### config.mk
export PLATFORM = sky130hd
export DESIGN_NAME = g_aetcam_ctrl
export DESIGN_NICKNAME = d
export VERILOG_FILES = /design/src/rtl/g_aetcam_ctrl.sv
export SDC_FILE = /design/constraint.sdc
export NUM_CORES = 1
export LEC_CHECK = 0
export CORE_AREA = 5 5 190 192
export CTS_CLUSTER_SIZE = 24
export DETAILED_ROUTE_END_ITERATION = 10
export DIE_AREA = 0 0 195 197
export HOLD_SLACK_MARGIN = 0.03
export SLEW_MARGIN = 20
export SYNTH_ARGS = -nofsm -noshare
export SYNTH_HDL_FRONTEND = slang
export SYNTH_SLANG_ARGS = --single-unit
export TNS_END_PERCENT = 20
### constraint.sdc
create_clock -name clk -period 2.6 [get_ports clk]
set_input_delay 0.52 -clock clk [delete_from_list [all_inputs] [get_ports clk]]
set_output_delay 0.52 -clock clk [all_outputs]
set_load 0.03 [all_outputs]
### src/rtl/g_aetcam_ctrl.sv
// g_aetcam_ctrl: command controller for the ternary CAM with entry allocation, update arbitration and pipelined lookup
module g_aetcam_ctrl #(
  parameter int DEPTH = 64,
  parameter int WIDTH = 36,
  localparam int AW = $clog2(DEPTH)
) (
  input  logic             clk,
  input  logic             rst,
  input  logic             ins_valid,
  output logic             ins_ready,
  input  logic [WIDTH-1:0] ins_patt,
  input  logic [WIDTH-1:0] ins_mask,
  input  logic             del_valid,
  output logic             del_ready,
  input  logic [AW-1:0]    del_addr,
  output logic             upd_done,
  output logic             upd_op,
  output logic [AW-1:0]    upd_addr,
  output logic             upd_fail,
  input  logic             lkp_valid,
  output logic             lkp_ready,
  input  logic [WIDTH-1:0] lkp_key,
  output logic             lkp_rsp_valid,
  output logic             lkp_hit,
  output logic [AW-1:0]    lkp_addr,
  output logic             cam_wEn,
  output logic [AW-1:0]    cam_wAddr,
  output logic [WIDTH:0]   cam_wPatt,
  output logic [WIDTH:0]   cam_wMask,
  output logic [WIDTH:0]   cam_mPatt,
  input  logic             cam_match,
  input  logic [AW-1:0]    cam_mAddr,
  output logic [AW:0]      count,
  output logic             full,
  output logic             empty
);
  typedef enum logic {INIT, READY} state_t;
  state_t state;
  logic [AW-1:0] icnt;
  logic [DEPTH-1:0] bitmap;
  logic last_del;
  logic lkp_pend;
  logic rdy, both, ins_gnt, del_gnt, lkp_gnt;
  logic [AW-1:0] free_idx;
  always_comb begin
    free_idx = '0;
    for (int i = DEPTH - 1; i >= 0; i--)
      if (!bitmap[i]) free_idx = AW'(i);
  end
  assign rdy = state == READY;
  assign both = ins_valid && del_valid;
  assign ins_ready = rdy && (!both || last_del);
  assign del_ready = rdy && (!both || !last_del);
  assign lkp_ready = rdy;
  assign ins_gnt = ins_valid && ins_ready;
  assign del_gnt = del_valid && del_ready;
  assign lkp_gnt = lkp_valid && lkp_ready;
  assign full = count == (AW+1)'(DEPTH);
  assign empty = count == '0;
  always_ff @(posedge clk) begin
    if (rst) begin
      state <= INIT;
      icnt <= '0;
      bitmap <= '0;
      last_del <= 1'b1;
      lkp_pend <= 1'b0;
      count <= '0;
      upd_done <= 1'b0;
      upd_op <= 1'b0;
      upd_addr <= '0;
      upd_fail <= 1'b0;
      lkp_rsp_valid <= 1'b0;
      lkp_hit <= 1'b0;
      lkp_addr <= '0;
      cam_wEn <= 1'b0;
      cam_wAddr <= '0;
      cam_wPatt <= '0;
      cam_wMask <= '0;
      cam_mPatt <= '0;
    end else begin
      cam_wEn <= 1'b0;
      upd_done <= 1'b0;
      lkp_pend <= lkp_gnt;
      lkp_rsp_valid <= lkp_pend;
      if (lkp_pend) begin
        lkp_hit <= cam_match;
        lkp_addr <= cam_match ? cam_mAddr : '0;
      end
      if (lkp_gnt) cam_mPatt <= {1'b1, lkp_key};
      if (state == INIT) begin
        cam_wEn <= 1'b1;
        cam_wAddr <= icnt;
        cam_wPatt <= '0;
        cam_wMask <= '0;
        icnt <= icnt + 1'b1;
        if (icnt == AW'(DEPTH - 1)) state <= READY;
      end
      if (ins_gnt) begin
        last_del <= 1'b0;
        upd_done <= 1'b1;
        upd_op <= 1'b0;
        upd_fail <= full;
        upd_addr <= full ? '0 : free_idx;
        if (!full) begin
          bitmap[free_idx] <= 1'b1;
          count <= count + 1'b1;
          cam_wEn <= 1'b1;
          cam_wAddr <= free_idx;
          cam_wPatt <= {1'b1, ins_patt};
          cam_wMask <= {1'b0, ins_mask};
        end
      end
      if (del_gnt) begin
        last_del <= 1'b1;
        upd_done <= 1'b1;
        upd_op <= 1'b1;
        upd_fail <= !bitmap[del_addr];
        upd_addr <= del_addr;
        if (bitmap[del_addr]) begin
          bitmap[del_addr] <= 1'b0;
          count <= count - 1'b1;
          cam_wEn <= 1'b1;
          cam_wAddr <= del_addr;
          cam_wPatt <= '0;
          cam_wMask <= '0;
        end
      end
    end
  end
endmodule

* Yosys cells after proc, flatten, opt, wreduce, memory -nomap -nowiden *
Cells that the tools add are included.

storage, ports and cells
  input bits = 126
  RAM bits = 0
  output and inout bits = 147
  ROM bits = 0
  memories kept = 0
  word-level logic and storage cells = 157
  latch bits = 0
  register bits = 215

cells by class
  div/mod/pow operators = 0
  eq/ne operators = 2
  order comparisons = 4
  $add $sub $neg = 3
  reduce and logical (&&, ||, !) cells = 16
  muxes and demuxes = 111
  bitwise gates (word level) = 3
  shifts and indexed selects = 0
  multipliers = 0

operator list
  kind                   number
  $mux W6                73
  $mux W37               10
  $mux W64               5
  $and A64 B64 Y64       1
  $not A64 Y64           1
  $or A64 B64 Y64        1
  $mux W7                4
  $mux W1                16
  $lt A6 B7 Y1 const B   2
  $demux W1 S6           2
  $ge A6 B1 Y1 const B   2
  $logic_and A1 B1 Y1    8
  $add A7 B1 Y7 const B  1
  $eq A7 B7 Y1 const B   1
  $logic_not A7 Y1       1
  $sub A7 B1 Y7 const B  1
  $add A6 B1 Y6 const B  1
  $bmux W1 S6            1
  $eq A6 B6 Y1 const B   1
  $logic_not A1 Y1       3
  $logic_or A1 B1 Y1     2
  $reduce_bool A2 Y1     1
  $reduce_or A2 Y1       1

* Longest topological paths before layout *
Gate-level depths: netlist of the first run.

  depth in word-level cells = 75
  depth in mapped cells = 12
  depth with buffers taken out = 9

* Worst setup path after synthesis of the first run *
Ideal clock, no wire load.

  path kind = input port to flip-flop
  start point = in del_addr[1]
  end point = reg cam_wMask[25]
  required time = 2.534 ns
  slack = 0.017 ns
  library setup time = 0.066 ns
  cell stages on the path = 12
  buffers on the path = 5
  arrival time = 2.517 ns
  path through = buf_2 -> buf_6 -> mux2_1 -> o22ai_1 -> a211oi_1 -> nor4_4 -> a21oi_2 -> or2_1 -> clkbuf_1 -> buf_6 -> buf_6 -> a21oi_2

between the ends
  word-level cells in the longest chain between the ends = 4

RTL lines
  what                           RTL line  RTL
  from (decl)                    15        input logic [AW-1:0] del_addr,
  $bmux W1 S6                    119       if (bitmap[del_addr]) begin
  $mux W1 (not written as such)  119
  $mux W37                       119
  $mux W37                       113       if (del_gnt) begin
  to (signal assigned)           110       cam_wMask <= {1'b0, ins_mask};
  to (decl)                      29        output logic [WIDTH:0] cam_wMask,

Every way passes these cells. The select of a mux whose other input is x is not followed.
A chain may end at the register's enable or synchronous reset.

* Worst setup path after layout of the first run *
  start point = reg bitmap[43]
  end point = reg bitmap[53]

between the ends
  word-level cells in the longest chain between the ends = 55
  elaborated cells on any way between the ends = 58
  those cells by class = order compare (2); mux (53); bitwise (2); reduce/logical (1)

RTL lines
  what                                                                       RTL line  RTL
  from (decl)                                                                40        logic [DEPTH-1:0] bitmap;
  from (signal assigned)                                                     64        bitmap <= '0;
  from (signal, indexed assignment)                                          105       bitmap[free_idx] <= 1'b1;
  from (signal, indexed assignment)                                          120       bitmap[del_addr] <= 1'b0;
  $mux W6 (44 in series)                                                     48        if (!bitmap[i]) free_idx = AW'(i);
  $lt A6 B7 Y1 (not written as such) / $ge A6 B1 Y1 (equally long branches)  105
  $logic_and A1 B1 Y1 (not written as such)                                  105
  $mux W1 (not written as such)                                              105
  $demux W1 S6                                                               105
  $or A64 B64 Y64 (no source line)                                           -
  $mux W64                                                                   104       if (!full) begin
  $mux W64                                                                   98        if (ins_gnt) begin
  $mux W64                                                                   61        if (rst) begin
  $and A64 B64 Y64 (no source line)                                          -
  $mux W64                                                                   119
  $mux W64 (*)                                                               113

Mark *: on every way between the ends. The rest lies on a longest branch, timed or not. The select of a mux whose other input is x is not followed.

==> flow_summary.toml, run 1 <==
[run_status]
outcome = "complete, no violations"

[final_layout]
area.growth.synth_to_final_pct = 55.6
diodes = 0
drive_gt1_frac = 0.232
final_cell_area_um2 = 15700
finalCoreUtilization = 0.459
finalNetCount = 1727

[yosys]
synth_fp_nets = 1332
async_reset_ff_frac = 0
post_synth_edffs = 0
synth.distinct_cells = 62
synth.cells.most_frequent = "215 x sky130_fd_sc_hd__dfxtp_1, 200 x sky130_fd_sc_hd__nand2_1, 113 x sky130_fd_sc_hd__nand3_1"
yosys.area.top_type_share = 0.427
post-synth-top-area-cell = "sky130_fd_sc_hd__dfxtp_1"
yosys-top-cells-area = "sky130_fd_sc_hd__dfxtp_1 43%, sky130_fd_sc_hd__nand2_1 7.4%, sky130_fd_sc_hd__nand3_1 5.6%"
ys_dominant_reg_cell = "sky130_fd_sc_hd__dfxtp_1"
synthesis.instances = 1202
synth.cell_area_um2 = 10100
synth_sequential_area_ratio = 0.427
yosysMostFrequentCell = "sky130_fd_sc_hd__dfxtp_1"
syn-mean-instance-area_um2 = 8.39
synth-warning-count = 0
synth_seq_cells = 215

[worst_setup_path]
critical_path.max_fanout = 4
critPathArrivalTime_ns = 3.01
critPathTopFamily = "simple AND/OR/NAND/NOR gates"
cp_max_stage_cell = "sky130_fd_sc_hd__or4b_4"
path_cells = "nand4_1 > or4b_4 > nor2_4 > nand2_2 > buf_4 > nor4_4 > a31oi_1 > a211oi_1"
timing.critical_path.from_type = "flip-flop"
timing.setup.critical_path_class = "reg2reg"
critical_path.n_buffers_inverters = 1
max_stage_delay_ns = 0.68
timing.critical_path.to_type = "flip-flop"
cp_data_required_time_ns = 3.03

[pwr]
power_leakage_nw = 5.32
vdd_drop_max_uv = 415
power_density_nw_per_um2 = 465

[timing]
final_critical_path_required_period_ns = 2.58
setup_viol = 0
worst_slew_margin_rel = 0.331
report.final.hold_viol_count = 0
timing.clock.skew_ns = 0.0171
rsz0062_at_grt = "yes"
totalNegativeSetupSlack_ns = 0
tightest_slew_ns = 0.996
fmax_mhz = 388
timing_max_transition_violations_final = 0
final_min_period_over_clock_period = 0.991

[grt]
antenna_found_initial = 0
first_global_vias = 10800
remaining_overflow_grt = 0
globalRouteTotalUtil = 0.200
grt_max_degree = 70
grt_first_pass_wirelength_mm = 62.6

[place]
dpl-instance-area_um2 = 14500
dpl.hpwl_mm = 30.5
place.port_buffers = 272
gp_congestion = 0.960

[route]
postRouteAntennaNets = 0
drt_iter0_markers = 925
routedWlPerCell_um = 20.0
remaining_drc_errors = 0
detailroute.via_count = 11000
first_pass_iters = 6
viasPerCell = 5.33
wl_mm = 41.4

[die]
floorplan.rows = 68
dieHeight_um = 197
boundaryPins = 273
floorplan.core_area_um2 = 34200
die_x_um = 195
starting_density_of_the_core = 0.295
design.die.area_um2 = 38400

[worst_hold_path]
holdCritPathClass = "reg2reg"

[clock_tree]
h_tree_level_count = 1
clock_tree.buffer_depth = 3
clock_tree_from_tritoncts = "yes"
cts-buffers-inserted = 25
ctsRootBufferMaster = "sky130_fd_sc_hd__clkbuf_16"
clock_latency_ns = 0.53
cts_hold_repair.buffers = 0
clk_pin_slew_worst_paths_ns = 0.06
clock_sinks = 215

[flow_run]
max_cap_viol_count = 0
## cells in the final DEF (no fill, tap or decap), types with 6 or more instances in the layout
master and count:
sky130_fd_sc_hd__a31oi_1 67, sky130_fd_sc_hd__mux2_2 10, sky130_fd_sc_hd__a221oi_2 6, sky130_fd_sc_hd__o22ai_1 8
sky130_fd_sc_hd__nand4_1 18, sky130_fd_sc_hd__buf_4 176, sky130_fd_sc_hd__buf_12 17, sky130_fd_sc_hd__a211oi_1 61
sky130_fd_sc_hd__a21oi_2 40, sky130_fd_sc_hd__nor2_1 45, sky130_fd_sc_hd__nor4_2 7, sky130_fd_sc_hd__clkdlybuf4s50_1 264
sky130_fd_sc_hd__dfxtp_1 202, sky130_fd_sc_hd__and3_1 10, sky130_fd_sc_hd__inv_1 20, sky130_fd_sc_hd__a21oi_1 87
sky130_fd_sc_hd__and2_1 6, sky130_fd_sc_hd__a221oi_1 8, sky130_fd_sc_hd__clkinv_2 7, sky130_fd_sc_hd__mux2_1 8
sky130_fd_sc_hd__and4_1 7, sky130_fd_sc_hd__o221ai_1 13, sky130_fd_sc_hd__nand3_1 113, sky130_fd_sc_hd__dfxtp_2 12
sky130_fd_sc_hd__clkbuf_16 25, sky130_fd_sc_hd__a22oi_1 8, sky130_fd_sc_hd__nor4_4 12, sky130_fd_sc_hd__nor2b_1 13
sky130_fd_sc_hd__nor3_1 8, sky130_fd_sc_hd__mux2i_1 7, sky130_fd_sc_hd__o21ai_0 17, sky130_fd_sc_hd__nand2b_1 7
sky130_fd_sc_hd__nand2_1 194
## metal layers
layer / vias up / share of wire / GRT usage
met2: 510 / 0.47 / 0.331
li1: 5215 / - / -
met3: 68 / 0.11 / 0.0704
met4: 0 / 0.020 / 0.0445
met5: - / 0 / 0
met1: 5245 / 0.40 / 0.253
## final timing paths
kind                                    start            end  slack, ns  cells past startpoint
worst max-delay path               bitmap[43]     bitmap[53]       0.02                      8
worst min-delay path            cam_mPatt[20]  cam_mPatt[20]       0.45                      2
worst max register to register     bitmap[43]     bitmap[53]       0.02                      8
worst min register to register  cam_mPatt[20]  cam_mPatt[20]       0.45                      2
## cells by family after synthesis
kind of cell | Yosys count | synth area share
and+or+nand+nor | 485 | 0.247
AOI/OAI and AO/OA | 352 | 0.241
muxes | 25 | 0.0270
DFF | 215 | 0.427
xor gates and xnor gates | 4 | 0.00347
adders and majority gates | 4 | 0.00496
buffers and inverters | 117 | 0.0499
## report_power, final
part / internal (mW) / total (mW) / switching (mW) / leakage (nW)
Combinational: 0.287 / 0.512 / 0.224 / 3.18
Sequential: 3.30 / 3.31 / 0.00647 / 1.74
Clock: 2.01 / 3.48 / 1.47 / 0.395
## stage by stage
step,power (mW),setup slack (ns),instances,hold WS (ns)
CTS,7.38,-0.00259,2064,0.454
finish,7.30,0.0224,2071,0.452
global placement,3.85,-0.654,2014,0.441
detailed placement,3.85,-0.707,2014,0.446
floorplan,3.55,0.0170,1202,0.452
global route,7.56,-0.0866,2071,0.474
## what timing repair did
item	in CTS	in global routing
cloned	1	0
setup endpoints to repair	135	116
pin swaps	5	23
gates resized for setup	23	44
setup buffers	3	7
## flip-flops by register name, summed over array words and instances (netlist names)
signal and flops:
bitmap 64, cam_mPatt 37, cam_wMask 37, cam_wPatt 37, count 7, cam_wAddr 6
icnt 6, lkp_addr 6, upd_addr 6, cam_wEn 1, last_del 1, lkp_hit 1
lkp_pend 1, lkp_ready 1, lkp_rsp_valid 1, upd_done 1, upd_fail 1, upd_op 1
## area by class of cell
type | count | area [um2]
clock buffer | 31 | 658
clock inverter | 15 | 149
fill | 3311 | 18500
inverter | 22 | 83.8
multi-input combinational | 870 | 5520
sequential | 215 | 4320
tap | 455 | 569
timing repair buffer | 463 | 4380
## worst register-to-register path, cell delays in order (launching register included)
cell and delay, ns:
sky130_fd_sc_hd__dfxtp_2 0.32, sky130_fd_sc_hd__nand4_1 0.28, sky130_fd_sc_hd__or4b_4 0.68, sky130_fd_sc_hd__nor2_4 0.15, sky130_fd_sc_hd__nand2_2 0.12, sky130_fd_sc_hd__buf_4 0.17, sky130_fd_sc_hd__nor4_4 0.39, sky130_fd_sc_hd__a31oi_1 0.14
sky130_fd_sc_hd__a211oi_1 0.24
No activity file was read; power rests on OpenSTA's default activity.
==> inputs of run 2 (changes only) <==
CAP_MARGIN = 5   (was unset)
==> results of run 2 <==
No change in the layout: final DEF, timing and power equal those of run 1.
